[config.mk]
export PLATFORM = sky130hd
export DESIGN_NAME = mem_access_stage
export DESIGN_NICKNAME = d
export VERILOG_FILES = /design/src/rtl/mem_access_stage.sv
export SDC_FILE = /design/constraint.sdc
export NUM_CORES = 1
export LEC_CHECK = 0
export CORE_MARGIN = 5
export CORE_UTILIZATION = 43
export DETAILED_ROUTE_END_ITERATION = 10
export PLACE_DENSITY_LB_ADDON = 0.12
export SLEW_MARGIN = 20
export SYNTH_ARGS = -nofsm -noshare
export SYNTH_HDL_FRONTEND = slang
export SYNTH_SLANG_ARGS = --single-unit
[constraint.sdc]
create_clock -name clk -period 1.8 [get_ports clk]
set_input_delay 0.45 -clock clk [delete_from_list [all_inputs] [get_ports clk]]
set_output_delay 0.45 -clock clk [all_outputs]
set_load 0.1 [all_outputs]
[src/rtl/mem_access_stage.sv]
// MEM-stage controller: issues LW/SW to a variable-latency data memory over req/ack.
// Latency: non-memory instructions pass in 0 extra cycles; a memory op holds MEM for 2+N cycles (N = ACCESS cycles).
// Backpressure: while an access is outstanding, mem_stall freezes upstream and MEM/WB receives bubbles.
//
// Ports:
//   clk, rst                        - pipeline clock, synchronous active-high reset
//   MEM_valid/MemRead/MemWrite      - EX/MEM instruction qualifiers (both flags set => read)
//   MEM_ALU_result, MEM_wr_data     - effective address and store data
//   dmem_req/we/addr/wdata          - registered request to data memory, stable while req=1
//   dmem_ack, dmem_rdata            - completion strobe; rdata valid with ack on reads
//   MEM_data_mem_out                - captured load data presented to MEM/WB
//   mem_stall, MEM_WB_en, MEM_WB_flush - pipeline control, combinational from state and mop
//   mem_err                         - sticky access-timeout error
//
// Optional feature macro: MEM_TIMEOUT_EN (abort an access after TIMEOUT cycles without ack).
// Without it, ACCESS waits indefinitely and mem_err is tied to 0.

module mem_access_stage #(
   parameter int DATA_W  = 16,
   parameter int ADDR_W  = 16,
   parameter int TIMEOUT = 15
) (
   input  logic              clk,
   input  logic              rst,
   input  logic              MEM_valid,
   input  logic              MEM_MemRead,
   input  logic              MEM_MemWrite,
   input  logic [ADDR_W-1:0] MEM_ALU_result,
   input  logic [DATA_W-1:0] MEM_wr_data,
   output logic              dmem_req,
   output logic              dmem_we,
   output logic [ADDR_W-1:0] dmem_addr,
   output logic [DATA_W-1:0] dmem_wdata,
   input  logic              dmem_ack,
   input  logic [DATA_W-1:0] dmem_rdata,
   output logic [DATA_W-1:0] MEM_data_mem_out,
   output logic              mem_stall,
   output logic              MEM_WB_en,
   output logic              MEM_WB_flush,
   output logic              mem_err
);

   typedef enum logic [1:0] {
      IDLE   = 2'd0,
      ACCESS = 2'd1,
      DONE   = 2'd2
   } state_t;

   state_t              state_q, state_d;
   logic                dmem_req_q, dmem_req_d;
   logic                dmem_we_q, dmem_we_d;
   logic [ADDR_W-1:0]   dmem_addr_q, dmem_addr_d;
   logic [DATA_W-1:0]   dmem_wdata_q, dmem_wdata_d;
   logic [DATA_W-1:0]   data_out_q, data_out_d;
   logic                mop;

`ifdef MEM_TIMEOUT_EN
   localparam int CNT_W = 4;
   logic [CNT_W-1:0]    cnt_q, cnt_d;
   logic                err_q, err_d;
`endif

   assign mop = MEM_valid & (MEM_MemRead | MEM_MemWrite);

   always_comb begin
      state_d      = state_q;
      dmem_req_d   = dmem_req_q;
      dmem_we_d    = dmem_we_q;
      dmem_addr_d  = dmem_addr_q;
      dmem_wdata_d = dmem_wdata_q;
      data_out_d   = data_out_q;
      mem_stall    = 1'b0;
      MEM_WB_en    = 1'b1;
      MEM_WB_flush = 1'b0;
`ifdef MEM_TIMEOUT_EN
      cnt_d        = cnt_q;
      err_d        = err_q;
`endif

      unique case (state_q)
         IDLE: begin
            if (mop) begin
               mem_stall    = 1'b1;
               MEM_WB_en    = 1'b0;
               MEM_WB_flush = 1'b1;
               dmem_addr_d  = MEM_ALU_result;
               dmem_wdata_d = MEM_wr_data;
               // A malformed read+write encoding is issued as a read.
               dmem_we_d    = MEM_MemWrite & ~MEM_MemRead;
               dmem_req_d   = 1'b1;
               state_d      = ACCESS;
`ifdef MEM_TIMEOUT_EN
               cnt_d        = '0;
`endif
            end
         end

         ACCESS: begin
            mem_stall    = 1'b1;
            MEM_WB_en    = 1'b0;
            MEM_WB_flush = 1'b1;
            // Ack is checked first so a completion on the timeout cycle still counts.
            if (dmem_ack) begin
               if (!dmem_we_q) begin
                  data_out_d = dmem_rdata;
               end
               dmem_req_d = 1'b0;
               state_d    = DONE;
            end
`ifdef MEM_TIMEOUT_EN
            else if (cnt_q == CNT_W'(TIMEOUT - 1)) begin
               // This is the TIMEOUT-th unanswered ACCESS cycle: abort the access.
               if (!dmem_we_q) begin
                  data_out_d = '0;
               end
               dmem_req_d = 1'b0;
               err_d      = 1'b1;
               state_d    = DONE;
            end else begin
               cnt_d = cnt_q + 1'b1;
            end
`endif
         end

         DONE: begin
            // The instruction retires into MEM/WB; a following memory op is picked up from IDLE.
            state_d = IDLE;
         end

         default: begin
            state_d = IDLE;
         end
      endcase
   end

   always_ff @(posedge clk) begin
      if (rst) begin
         state_q      <= IDLE;
         dmem_req_q   <= 1'b0;
         dmem_we_q    <= 1'b0;
         dmem_addr_q  <= '0;
         dmem_wdata_q <= '0;
         data_out_q   <= '0;
`ifdef MEM_TIMEOUT_EN
         cnt_q        <= '0;
         err_q        <= 1'b0;
`endif
      end else begin
         state_q      <= state_d;
         dmem_req_q   <= dmem_req_d;
         dmem_we_q    <= dmem_we_d;
         dmem_addr_q  <= dmem_addr_d;
         dmem_wdata_q <= dmem_wdata_d;
         data_out_q   <= data_out_d;
`ifdef MEM_TIMEOUT_EN
         cnt_q        <= cnt_d;
         err_q        <= err_d;
`endif
      end
   end

   assign dmem_req         = dmem_req_q;
   assign dmem_we          = dmem_we_q;
   assign dmem_addr        = dmem_addr_q;
   assign dmem_wdata       = dmem_wdata_q;
   assign MEM_data_mem_out = data_out_q;

`ifdef MEM_TIMEOUT_EN
   assign mem_err = err_q;
`else
   assign mem_err = 1'b0;
`endif

endmodule

==> out/results.tsv, run 1 <==
metric	value	unit
initial antenna violation count	0	
RSZ-0062 raised after global routing	false	
post-synth top area cell	dfxtp_1	
CTS tree	built	
GP Congestion	0.7059	
clock tree buffer depth	2	
Area Overhead vs Synth	79.16	%
Mapped Cells	231	
clock net sink count	52	
Slew Limit Fails	0	
CTS buffer count	5	
Hold Fails Final Rpt	0	
Port-buffer cells	106	
hold path cells	2	
Setup CP Type	in2out	
Net Count, Synth	285	
core area	5042	um^2
Critical Path, Cell by Cell	clkdlybuf4s15_1 > o21a_1 > o21bai_4 > buf_6 > buf_12	
Crit path buffers/inverters	3	
CP Data Arrival Time	1.27	ns
nature of the critical path startpoint	input port	
PD cells	801.3	nW/um^2
leakage	0.001522	uW
status	completed	
placed cell area	3877	um^2
Finished Layout Cells	405	
synthesized area	2216	um^2
share of cells above drive strength 1	0.2179	
GR Util met1	0.1811	
Die W	81.79	um
Multi-input gate area	1041	um^2
most frequent cells in the layout	nand2b_1 (64), buf_12 (57), dfxtp_1 (52)	
final core occ	0.7873	
fin nets	388	
first-pass GRT wire length	8466	um
setup tns final	0	ns
Yosys reg bits	52	
die height	81.79	um
HPWL Detailed	4247	um
Tcrit/Tclk final	0.9552	
IO Count	108	
fmax	581.6	MHz
total die area	6689	um^2
initial DRC count	55	
Max H-tree Level	2	
top cells by area, synth	dfxtp_1 (47%), nand2b_1 (18%), mux2i_1 (14%)	
via count	1865	
Max Cap Viol	0	
Via density	4.605	
total global-route track usage	0.1663	
Worst Path Max Fanout	3	
TritonRoute pass-1 iters	4	
EDFF count, synth	0	
fillers	325	
Main synth FF type	dfxtp_1	
Initial Util	0.4395	
CP Depth	5	
met3 GRT Util	0.08662	
worst clock skew	0.006909	ns
syn_area_per_cell	9.593	um^2
commonest non-fill, non-tap cell in the layout	nand2b_1	
# DRC	0	
YS warnings	0	
WL/cell	13.48	um
slowest stage delay, CP	0.21	ns
post-synth cell types	22	
clk slew on worst S/H paths	0.08	ns
register area share after synthesis	0.4698	
Clock Root Buffer	clkbuf_8	
CP top delay family	buffers and inverters	
global route hottest layer	met2	
fin crit period	1.719	ns
critical path capture point type	output pin	
met2 GRT Util	0.2763	
# rows	26	
Crit-path slowest cell	o21a_1	
dpl cells	397	
Final setup viols	0	
share of the synthesized area in the top cell type	0.4698	
clk_lat worst skew	0.30	ns
Reg area	1041	um^2
vias in the first global route	1823	
antenna cells	0	
post-CTS setup buffers	0	
DRT antenna net count	0	
CP required	1.35	ns
ys async rst share	0	
Reg2Reg Depth	4	
largest net degree at the start of global routing	52	
grt ovf	0	
Routed WL	5458	um
hold-fix buffer count after cts	0	
Finished Cell Area	3970	um^2
worst min path class	in2reg	
VDD IR max	534.9	uV
-- registers in the layout (all words and copies together) (netlist names) --
name and count:
MEM_data_mem_out 16, dmem_addr 16, dmem_req 1, dmem_wdata 16, dmem_we 1, state_q 2
-- path summary, 6_finish.rpt --
check                                                  startpoint                                 to  slack (ns)
worst max-delay path                                 MEM_MemWrite                          MEM_WB_en        0.08
worst min-delay path                                          rst            state_q[1]$_SDFFE_PP0P_        0.49
worst max register to register            state_q[0]$_SDFFE_PP0P_         dmem_wdata[4]$_SDFFE_PP0P_        0.41
worst min register to register  MEM_data_mem_out[14]$_SDFFE_PP0P_  MEM_data_mem_out[14]$_SDFFE_PP0P_        0.49
-- metal layers --
metal | vias to the layer above | routed length, um
li1 | 949 | -
met1 | 844 | 2117
met2 | 64 | 2628
met3 | 8 | 609
met4 | 0 | 102
met5 | - | 0
-- stage by stage --
stage | power (uW) | hold slack [ns] | worst slack, ns
2_1_floorplan | 2047 | 0.5466 | -0.8514
3_3_place_gp | 2533 | 0.4788 | -0.1575
3_5_place_dp | 2549 | 0.4846 | -0.1901
4_1_cts | 3226 | 0.4858 | 0.007048
5_1_grt | 3300 | 0.5140 | 0.04295
6_report | 3181 | 0.4887 | 0.08072
-- synth_stat cells, types with 2 or more instances --
| cell type | count |
|---|---|
| nand2b_1 | 64 |
| clkbuf_2 | 2 |
| mux2i_1 | 32 |
| buf_12 | 3 |
| clkbuf_1 | 9 |
| a21oi_1 | 18 |
| nand2_1 | 33 |
| o21a_1 | 2 |
| buf_4 | 3 |
| dfxtp_1 | 52 |
| a211oi_1 | 2 |
-- power by group --
| group | leakage (uW) | switching (uW) | total (uW) | internal [uW] |
|---|---|---|---|---|
| logic | 0.00105 | 718 | 1220 | 499 |
| clock network | 0.0000455 | 354 | 668 | 314 |
| registers | 0.000425 | 76.4 | 1300 | 1220 |
-- kinds of logic (layout without fill, tap and decap cells) --
kind of cell | Yosys count | in the layout | share of synthesized area
AND/OR/NAND/NOR | 102 | 102 | 0.2580
flip-flops | 52 | 52 | 0.4698
multiplexers | 32 | 32 | 0.1446
AO/OA/AOI/OAI | 24 | 24 | 0.05985
buffers and inverters | 20 | 124 | 0.06606
other | 1 | 1 | 0.001692
-- cell type report --
| type | instances | share of cell area |
|---|---|---|
| clock buffers | 8 | 0.02269 |
| inverters | 1 | 0.0009455 |
| multi-input cells | 159 | 0.2622 |
| flip-flops and latches | 52 | 0.2622 |
| well taps | 70 | 0.02206 |
| repair buffers | 115 | 0.4299 |
-- repair_timing --
action | CTS | global route
pin swaps | 2 | 2
gates resized for setup | 6 | 1
endpoints found under the setup margin | 3 | 3
gates cloned | 0 | 0
No activity file was read; power rests on OpenSTA's default activity.
==> run 2: changes to the inputs <==
--- a/config.mk
+++ b/config.mk
@@ -6,8 +6,9 @@
 export NUM_CORES = 1
 export LEC_CHECK = 0
 export CORE_MARGIN = 5
-export CORE_UTILIZATION = 43
+export CORE_UTILIZATION = 58
 export DETAILED_ROUTE_END_ITERATION = 10
+export DONT_BUFFER_PORTS = 1
 export PLACE_DENSITY_LB_ADDON = 0.12
 export SLEW_MARGIN = 20
 export SYNTH_ARGS = -nofsm -noshare
==> run 2 against run 1 <==
Net effect:
- cell count down 20%
- combinational power down 28%
- clock power grew 20%
- non-clock buffer count down 60
- clock-buffer cell count decreased by 3
- critical path type is now reg2out
- highest routed layer unchanged
==> out/results.tsv, run 2 (same netlist as run 1, synthesis figures left out) <==
metric	value	unit	change
fillers	298		-8.3%
fmax	583.9	MHz	+0.40%
Setup crit start	state_q[0]$_SDFFE_PP0P_		
global route hottest layer	met2		
clk slew on worst S/H paths	0.10	ns	+0.02 ns
Multi-input gate area	1041	um^2	unchanged
Max H-tree Level	2		unchanged
TritonRoute pass-1 iters	4		unchanged
leakage	0.001110	uW	-27%
grt ovf	0		unchanged
Finished Cell Area	2686	um^2	-32%
Max Cap Viol	0		unchanged
min-delay src	rst		
critical path capture point type	output pin		
first-pass GRT wire length	7728	um	-8.7%
share of cells above drive strength 1	0.2436		+0.02573
Final setup viols	0		unchanged
Tcrit/Tclk final	0.9514		-0.003759
# DRC	0		unchanged
RSZ-0062 raised after global routing	false		
max_slew headroom	0.6306		
Routed WL	4946	um	-9.4%
most frequent cells in the layout	nand2b_1 (64), buf_4 (54), dfxtp_1 (52)		
Via density	5.084		+10%
worst min path class	in2reg		
total global-route track usage	0.1915		+0.02514
total die area	5157	um^2	-23%
IO Count	108		unchanged
Initial Util	0.6007		+0.1613
initial DRC count	69		+25%
GR Util met1	0.1930		+0.01197
fin crit period	1.713	ns	-0.006767 ns
die height	71.81	um	-12%
# rows	22		-15%
Clock Root Buffer	clkbuf_8		
fin worst setup slack	0.08749	ns	+0.006767 ns
clock net sink count	52		unchanged
core area	3689	um^2	-27%
fin nets	328		-15%
Slew Limit Fails	0		unchanged
CP Data Arrival Time	1.26	ns	about the same
CTS buffer count	5		unchanged
clock tree buffer depth	2		unchanged
status	completed		
commonest non-fill, non-tap cell in the layout	nand2b_1		
Setup CP Type	reg2out		
worst clock skew	0.005042	ns	-0.001868 ns
HPWL Detailed	3764	um	-11%
largest net degree at the start of global routing	85		+63%
Area Overhead vs Synth	21.23	%	
PostCTS Resize Cnt	0		-6
R2R Setup Slk	0.18	ns	-0.23 ns
initial antenna violation count	0		unchanged
hold path cells	1		-1
antenna cells	0		unchanged
Reg2Reg Depth	4		unchanged
VDD IR max	821.9	uV	+54%
hold-fix buffer count after cts	0		unchanged
Hold Fails Final Rpt	0		unchanged
met2 GRT Util	0.3490		+0.07273
CP required	1.35	ns	about the same
CTS tree	built		
post-CTS setup buffers	0		unchanged
met3 GRT Util	0.06872		-0.01790
Port-buffer cells	0		-100%
Worst-Margin Slew	0.5542	ns	
Reg area	1041	um^2	unchanged
PD cells	1092	nW/um^2	+36%
WL/cell	15.31	um	+14%
placed cell area	2571	um^2	-34%
worst r2r src	state_q[0]$_SDFFE_PP0P_		
via count	1642		-12%
DRT antenna net count	0		unchanged
GP Congestion	0.7287		+3.2%
Worst Path Max Fanout	6		+3
nature of the critical path startpoint	flop		
clk_lat worst skew	0.30	ns	about the same
Die W	71.81	um	-12%
DP Worst Slack	0.1656	ns	+0.3557 ns
vias in the first global route	1661		-8.9%
-- run 2: cell types whose count changed in the layout (fill, tap and decap cells not counted), sizes merged --
cell / before / now
clkinvlp: 0 / 1
bufinv: 0 / 1
clkdlybuf4s15: 2 / 0
clkdlybuf4s50: 49 / 0
dlygate4sd2: 1 / 0
buf: 63 / 55
clkbuf: 8 / 5
inv: 1 / 2
-- run 2: critical path, cell delays in order (launching register included) --
cell and delay (ns):
dfxtp_1 0.50, o21bai_4 0.12, inv_2 0.06, buf_4 0.28
-- run 2: per-layer routing --
layer	wire [um]	vias up
met5	0	-
met4	121	0
met3	411	13
met2	2613	70
met1	1800	734
li1	-	825
-- run 2: final timing paths --
path | endpoint
min reg2reg | MEM_data_mem_out[14]$_SDFFE_PP0P_
max reg2reg | dmem_addr[3]$_SDFFE_PP0P_
min | MEM_data_mem_out[3]$_SDFFE_PP0P_
max | mem_stall
-- run 2: per-stage QoR --
stage | hold WS (ns) | std cells | TNS [ns] | utilization | total power, uW
3_5_place_dp | 0.4498 | 315 | 0 | 0.6971 | 2160
3_3_place_gp | 0.4379 | 315 | 0 | 0.6971 | 2138
6_report | 0.2100 | 323 | 0 | 0.7283 | 2932
2_1_floorplan | 0.5466 | 231 | -1.283 | - | 2047
5_1_grt | 0.1858 | 323 | 0 | 0.7283 | 3037
4_1_cts | 0.1946 | 323 | 0 | 0.7283 | 2954
-- run 2: area by class of cell --
class | instances | area share
Clock inverter | 3 | 0.01723
Tap cell | 48 | 0.02236
Sequential cell | 52 | 0.3875
Inverter | 1 | 0.001397
Clock buffer | 5 | 0.02562
Multi-Input combinational cell | 159 | 0.3875
Timing Repair Buffer | 55 | 0.1584
-- run 2: where the power goes --
part	internal, uW	switching [uW]	leakage, uW	total (uW)
logic	197	684	0.000630	881
clock network	419	385	0.0000548	804
registers	1220	29.5	0.000425	1250
